--- src/rtl/calc_pkg.sv ---
// Shared constants and encodings for the digit-entry frame transmitter.
package calc_pkg;

   // ASCII code of the character '0'; digit bytes are this plus the digit value
   localparam logic [7:0] ASCII_ZERO = 8'h30;

   // Frame controller states
   typedef enum logic [2:0] {
      ST_IDLE,
      ST_LOAD,
      ST_WAIT,
      ST_TERM,
      ST_DONE
   } ctrl_state_e;

   // Key action selected for the current cycle after edge qualification and priority
   typedef enum logic [2:0] {
      ACT_NONE,
      ACT_CLEAR,
      ACT_BACK,
      ACT_DIGIT,
      ACT_SUBMIT
   } key_act_e;

   function automatic logic [7:0] digit_ascii(input logic [3:0] d);
      return ASCII_ZERO + {4'h0, d};
   endfunction

endpackage

--- src/rtl/uart_byte_tx.sv ---
// 8N1 byte serializer: start bit, eight data bits LSB first, one stop bit.
module uart_byte_tx #(
   parameter int CLKS_PER_BIT = 5208
) (
   input  logic       clk,
   input  logic       reset,
   input  logic       tx_start,
   input  logic [7:0] tx_data,
   output logic       tx_busy,
   output logic       txd
);

   localparam int CW = (CLKS_PER_BIT > 1) ? $clog2(CLKS_PER_BIT) : 1;
   localparam logic [CW-1:0] LAST_TICK = CW'(CLKS_PER_BIT - 1);

   logic          busy_q, busy_d;
   logic          txd_q, txd_d;
   logic [7:0]    shift_q, shift_d;
   logic [3:0]    bit_q, bit_d;
   logic [CW-1:0] tick_q, tick_d;

   // Next-state: accept a byte when idle, otherwise step through the ten bit periods
   always_comb begin
      busy_d  = busy_q;
      txd_d   = txd_q;
      shift_d = shift_q;
      bit_d   = bit_q;
      tick_d  = tick_q;
      if (!busy_q) begin
         if (tx_start) begin
            busy_d  = 1'b1;
            txd_d   = 1'b0;
            shift_d = tx_data;
            bit_d   = '0;
            tick_d  = '0;
         end
      end else if (tick_q == LAST_TICK) begin
         tick_d = '0;
         if (bit_q == 4'd9) begin
            busy_d = 1'b0;
            txd_d  = 1'b1;
         end else begin
            // ones shifted in behind the data become the stop bit
            txd_d   = shift_q[0];
            shift_d = {1'b1, shift_q[7:1]};
            bit_d   = bit_q + 4'd1;
         end
      end else begin
         tick_d = tick_q + 1'b1;
      end
   end

   // Serializer registers; reset drops any byte in flight and idles the line high
   always_ff @(posedge clk or negedge reset) begin
      if (!reset) begin
         busy_q  <= 1'b0;
         txd_q   <= 1'b1;
         shift_q <= '0;
         bit_q   <= '0;
         tick_q  <= '0;
      end else begin
         busy_q  <= busy_d;
         txd_q   <= txd_d;
         shift_q <= shift_d;
         bit_q   <= bit_d;
         tick_q  <= tick_d;
      end
   end

   assign tx_busy = busy_q;
   assign txd     = txd_q;

endmodule

--- src/rtl/digit_frame_tx.sv ---
// Keypad digit buffer that sends its contents as an ASCII frame over a UART line.
module digit_frame_tx
   import calc_pkg::*;
#(
   parameter int         DEPTH        = 8,
   parameter int         DISP         = 4,
   parameter int         CLKS_PER_BIT = 5208,
   parameter bit         TERM_EN      = 1'b1,
   parameter logic [7:0] TERM_CHAR    = 8'h0D
) (
   input  logic                         clk,
   input  logic                         reset,
   input  logic [3:0]                   num,
   input  logic                         num_pressed,
   input  logic                         backspace,
   input  logic                         clear_all,
   input  logic                         submit,
   output logic [DISP*4-1:0]            disp,
   output logic [$clog2(DEPTH+1)-1:0]   count,
   output logic                         overflow,
   output logic                         busy,
   output logic                         frame_done,
   output logic                         txd
);

   localparam int CNT_W = $clog2(DEPTH + 1);
   localparam int IDX_W = $clog2(DEPTH);

   // slot 0 holds the newest digit
   logic [3:0]       slots_q [DEPTH];
   logic [3:0]       slots_d [DEPTH];
   logic [CNT_W-1:0] count_q, count_d;
   logic             overflow_q, overflow_d;
   logic             complete_q, complete_d;
   logic             keys_low_q;

   ctrl_state_e      state_q, state_d;
   logic [IDX_W-1:0] idx_q, idx_d;
   logic             term_q, term_d;

   key_act_e         act;
   logic             send_go;
   logic             any_key;

   logic             tx_start;
   logic [7:0]       tx_data;
   logic             tx_busy;

   assign any_key = num_pressed | backspace | clear_all | submit;

   // Remember whether every key was released last cycle
   always_ff @(posedge clk or negedge reset) begin
      if (!reset) keys_low_q <= 1'b0;
      else        keys_low_q <= ~any_key;
   end

   // Pick one action on the first key-high cycle after an all-released cycle, only when idle
   always_comb begin
      act = ACT_NONE;
      if (keys_low_q && (state_q == ST_IDLE)) begin
         if (clear_all)        act = ACT_CLEAR;
         else if (backspace)   act = ACT_BACK;
         else if (num_pressed) act = ACT_DIGIT;
         else if (submit)      act = ACT_SUBMIT;
      end
   end

   assign send_go = (act == ACT_SUBMIT) && (count_q != '0);

   // Buffer, count and flag updates for each key action
   always_comb begin
      slots_d    = slots_q;
      count_d    = count_q;
      overflow_d = overflow_q;
      complete_d = complete_q;
      case (act)
         ACT_CLEAR: begin
            for (int unsigned i = 0; i < DEPTH; i++) slots_d[i] = '0;
            count_d    = '0;
            overflow_d = 1'b0;
            complete_d = 1'b0;
         end
         ACT_BACK: begin
            if (count_q != '0) begin
               for (int unsigned i = 0; i < DEPTH - 1; i++) slots_d[i] = slots_q[i+1];
               slots_d[DEPTH-1] = '0;
               count_d    = count_q - 1'b1;
               complete_d = 1'b0;
            end
         end
         ACT_DIGIT: begin
            if (complete_q) begin
               // a sent frame is discarded by the first new digit
               for (int unsigned i = 0; i < DEPTH; i++) slots_d[i] = '0;
               slots_d[0] = num;
               count_d    = CNT_W'(1);
               complete_d = 1'b0;
            end else begin
               for (int unsigned i = 1; i < DEPTH; i++) slots_d[i] = slots_q[i-1];
               slots_d[0] = num;
               if (count_q == CNT_W'(DEPTH)) overflow_d = 1'b1;
               else                          count_d    = count_q + 1'b1;
            end
         end
         ACT_SUBMIT: begin
            if (count_q != '0) overflow_d = 1'b0;
         end
         default: ;
      endcase
      if (state_q == ST_DONE) complete_d = 1'b1;
   end

   // Buffer registers
   always_ff @(posedge clk or negedge reset) begin
      if (!reset) begin
         for (int unsigned i = 0; i < DEPTH; i++) slots_q[i] <= '0;
         count_q    <= '0;
         overflow_q <= 1'b0;
         complete_q <= 1'b0;
      end else begin
         slots_q    <= slots_d;
         count_q    <= count_d;
         overflow_q <= overflow_d;
         complete_q <= complete_d;
      end
   end

   // Controller state register, including the send index and terminator-sent flag
   always_ff @(posedge clk or negedge reset) begin
      if (!reset) begin
         state_q <= ST_IDLE;
         idx_q   <= '0;
         term_q  <= 1'b0;
      end else begin
         state_q <= state_d;
         idx_q   <= idx_d;
         term_q  <= term_d;
      end
   end

   // Controller next state: walk slots from oldest (count-1) down to newest (0)
   always_comb begin
      state_d = state_q;
      idx_d   = idx_q;
      term_d  = term_q;
      case (state_q)
         ST_IDLE: begin
            if (send_go) begin
               state_d = ST_LOAD;
               idx_d   = IDX_W'(count_q - 1'b1);
               term_d  = 1'b0;
            end
         end
         ST_LOAD: if (!tx_busy) state_d = ST_WAIT;
         ST_WAIT: begin
            if (!tx_busy) begin
               if (term_q) begin
                  state_d = ST_DONE;
               end else if (idx_q != '0) begin
                  idx_d   = idx_q - 1'b1;
                  state_d = ST_LOAD;
               end else if (TERM_EN) begin
                  state_d = ST_TERM;
               end else begin
                  state_d = ST_DONE;
               end
            end
         end
         ST_TERM: begin
            if (!tx_busy) begin
               term_d  = 1'b1;
               state_d = ST_WAIT;
            end
         end
         ST_DONE: state_d = ST_IDLE;
         default: state_d = ST_IDLE;
      endcase
   end

   // Controller outputs decoded from the registered state
   always_comb begin
      busy       = (state_q != ST_IDLE);
      frame_done = (state_q == ST_DONE);
      tx_start   = 1'b0;
      tx_data    = '0;
      case (state_q)
         ST_LOAD: begin
            tx_start = ~tx_busy;
            tx_data  = digit_ascii(slots_q[idx_q]);
         end
         ST_TERM: begin
            tx_start = ~tx_busy;
            tx_data  = TERM_CHAR;
         end
         default: ;
      endcase
   end

   // Display the newest DISP slots, newest in the low nibble
   always_comb begin
      disp = '0;
      for (int unsigned i = 0; i < DISP; i++) disp[i*4 +: 4] = slots_q[i];
   end

   assign count    = count_q;
   assign overflow = overflow_q;

   uart_byte_tx #(
      .CLKS_PER_BIT(CLKS_PER_BIT)
   ) u_uart (
      .clk     (clk),
      .reset   (reset),
      .tx_start(tx_start),
      .tx_data (tx_data),
      .tx_busy (tx_busy),
      .txd     (txd)
   );

endmodule

--- config.mk ---
export PLATFORM = sky130hd
export DESIGN_NAME = digit_frame_tx
export DESIGN_NICKNAME = d
export VERILOG_FILES = /design/src/rtl/calc_pkg.sv /design/src/rtl/uart_byte_tx.sv /design/src/rtl/digit_frame_tx.sv
export SDC_FILE = /design/constraint.sdc
export NUM_CORES = 1
export LEC_CHECK = 0
export CORE_UTILIZATION = 59
export DETAILED_ROUTE_END_ITERATION = 7
export GPL_TIMING_DRIVEN = 0
export PLACE_DENSITY = 0.88
export RECOVER_POWER = 50
export SYNTH_ARGS = -nofsm -noshare
export SYNTH_HDL_FRONTEND = slang
export SYNTH_SLANG_ARGS = --single-unit
--- constraint.sdc ---
create_clock -name clk -period 2.58 [get_ports clk]
set_input_delay 0.387 -clock clk [delete_from_list [all_inputs] [get_ports clk]]
set_output_delay 0.387 -clock clk [all_outputs]
set_load 0.005 [all_outputs]
==> out/metrics.csv <==
metric;value;unit
setup.worst_path.class;register to register;
drt_pass1_iterations;5;
route.detailed.drc;0;
initial_drt_markers;311;
synthesis.nets;475;
gr-total-overflow;0;
number_of_antenna_violations_at_the_first_check_in_global_routing;0;
cap_violations;1;
yosys_register_bits;73;
place.detailed.instances;587;
layout_min_cycle_time;2466;ps
start_kind;register;
p_leak;2.192;nW
synth_top_cells_by_area;dfrtp_1 42%, nor2_1 4.6%, nand2_1 4.1%, mux2i_1 3.9%, a221oi_1 3.9%;
crit_start;count[0];
worst-endpoint-arrival;2700;ps
area_delta_synth_final;15.29;%
warnings_synthesis;0;
vdd_ir_drop_max;0.0004164;V
clk_pin_slew;80;ps
worst_hold_path_type;register to register;
timing.slew.headroom;-19.71;%
worstHoldStart;u_uart.txd;
setup_repair_after_global_routing_missed_its_margin;false;
placement.io_buffers;33;
grt_start_max_net_pins;74;
critical_path_peak_fanout;10;
yosysTopAreaCell;dfrtp_1;
setup_slack;114.0;ps
wl_met3;625;um
numCtsBuffers;9;
ys_types;60;
detail_route.wl_per_cell;17.68;um
routed-wl-met2;5139;um
hold_buffer_count_at_cts;0;
post_route_clock_skew;7.585;ps
ctsLongestPathBuffers;2;
start_util;62.11;%
drt_wl_total;10660;um
dp_hpwl;7280;um
clock.fmax;405.5;MHz
clock_tree_from_tritoncts;yes;
final-max-slew-violation-count;74;
antenna_left;0;
avgSynthCellArea;9.437;um^2
synth-main-ff-cell;dfrtp_1;
fp.dieW;87.50;um
final_min_period_over_clock_period;95.58;%
ys_seq_area_share;42.38;%
htreeDepth;3;
post_dp_cell_area;4788;um^2
post-place-ws;195.7;ps
final_layout_size_suffix_gt1_share;15.19;%
worst_path_max_delay_cell;dfrtp_1;
die_area;7656;um^2
violations;capacitance limit, slew limit;
postCtsSetupBuffers;0;
die_extent_in_y;87.50;um
synth_area;4313;um^2
number_of_synthesized_flops_with_an_enable_pin;0;
hold_depth;2;
reg2reg_from;count[0];
setup.worst_path.end_class;register;
timing.final.setup_violations;0;
clockRootBuffer;clkbuf_8;
wire_length_of_the_first_global_routing_pass;17600;um
synth_common_cells;72 x dfrtp_1, 53 x nor2_1, 47 x nand2_1;
gpl.final_weighted_congestion;0.8899;
floorplan.rows;30;
vias;3832;
io-pin-count;34;
m1WireLength;4537;um
finish.instance_area;4972;um^2
power_density;429.4;nW/um^2
synth_largest_type_area_fraction;41.78;%
routed_via_density;6.355;
via_count_of_the_first_global_routing_pass;3680;
final_util;71.60;%
synth-async-reset-ratio;100.0;%
max_slew.worst_pin.slew;1796;ps
top_layer;met4;
worst_hold_slack_across_all_endpoints;483.3;ps
finalHoldViolCount;0;
worst_r2r_path_depth;7;
run_status;finished with violations;
grtUsageTotal;30.14;%
synthCells;457;
post-synth-top-count-cell;dfrtp_1;
clock_latency;350;ps
insertedDiodeCount;0;
floorplan_core_area;6944;um^2
cp_data_required_time;2820;ps
worst-r2r-setup-slack;110;ps
crit_chain;inv_1, ha_1, or3b_1, o211ai_2, clkbuf_1, nand2_1, o31ai_1;
clkSinkCount;73;
slowest_delay;490;ps
nNetsFinal;520;
stdcell_count;603;
## layout make-up
type                    instances  area (um^2)
multi-input cells             329         2147
fillers                       509         1972
flip-flops and latches         73         1828
repair buffers                 34        332.8
plain buffers                  43        297.8
clock buffers                   9        123.9
well taps                      96        120.1
clock inverters                 7        77.57
inverters                      12        45.04
## layer usage
layer / vias up / global-route usage (%)
met5: - / 0
met4: 0 / 16.10
met2: 146 / 49.50
met1: 1898 / 38.59
met3: 34 / 4.645
li1: 1754 / -
## state kept, by name, summed over array words and instances (netlist names)
signal and count:
count 4, u_uart.bit_q 4, disp 16, term_q 1, complete_q 1, keys_low_q 1
state_q 3, idx_q 3, u_uart.tx_busy 1, u_uart.shift_q 8, u_uart.txd 1, u_uart.tick_q 13
overflow 1, slots_q 16
## report_power, final
part | switching [mW] | internal [mW] | total, mW | leakage, nW
registers | 0.00247 | 1.14 | 1.15 | 0.971
clock network | 0.465 | 0.455 | 0.920 | 0.100
logic | 0.0433 | 0.0250 | 0.0682 | 1.12
## worst max-delay path, delay by kind of cell (launching register included)
| kind | cells | cell delay (ps) |
|---|---|---|
| buf+inv | 2 | 670 |
| compound gates | 2 | 450 |
| simple gates | 2 | 560 |
| fa+ha+maj | 1 | 180 |
| flops | 1 | 490 |
## layout by cell type, fill, tap and decap left out, types with 10 or more instances in the layout
cell type / synthesis / routed
a31oi_1: 10 / 10
nand3_1: 13 / 13
o21ai_0: 31 / 31
a221oi_1: 19 / 19
dfrtp_1: 72 / 72
nand2_1: 47 / 47
nor2_1: 53 / 53
clkdlybuf4s50_1: 0 / 24
clkbuf_1: 10 / 10
inv_1: 12 / 12
a21oi_1: 15 / 15
buf_4: 17 / 16
mux2i_1: 17 / 17
## path summary, 6_finish.rpt
| kind | endpoint |
|---|---|
| worst max-delay path | count[2] |
| worst min-delay path | u_uart.txd |
| worst max register to register | count[2] |
| worst min register to register | u_uart.txd |
| max in group asynchronous | count[3] |
| min in group asynchronous | u_uart.bit_q[3] |
## per-stage QoR
| step | setup TNS, ps | total power [mW] |
|---|---|---|
| finish | 0 | 2.135 |
| detailed placement | 0 | 1.244 |
| CTS | 0 | 2.146 |
| floorplan | 0 | 1.191 |
| global placement | -98660 | 1.238 |
| global route | 0 | 2.204 |
## kinds of logic (layout without fill, tap and decap cells)
| logic type | Yosys count | count (layout) | share of synthesized area (%) |
|---|---|---|---|
| AOI/OAI and AO/OA | 125 | 125 | 20.57 |
| DFF | 73 | 73 | 42.38 |
| buffers and inverters | 55 | 105 | 7.949 |
| and+or+nand+nor | 170 | 170 | 20.13 |
| muxes | 23 | 23 | 6.034 |
| adders and majority gates | 8 | 8 | 2.321 |
| xor gates and xnor gates | 3 | 3 | 0.6093 |
## timing repair
action / CTS / global route
gates resized for setup: 0 / 1
hold endpoints to repair: 0 / 0
setup endpoints to repair: 0 / 1
Note: power is estimated with default switching activity, not from simulation.
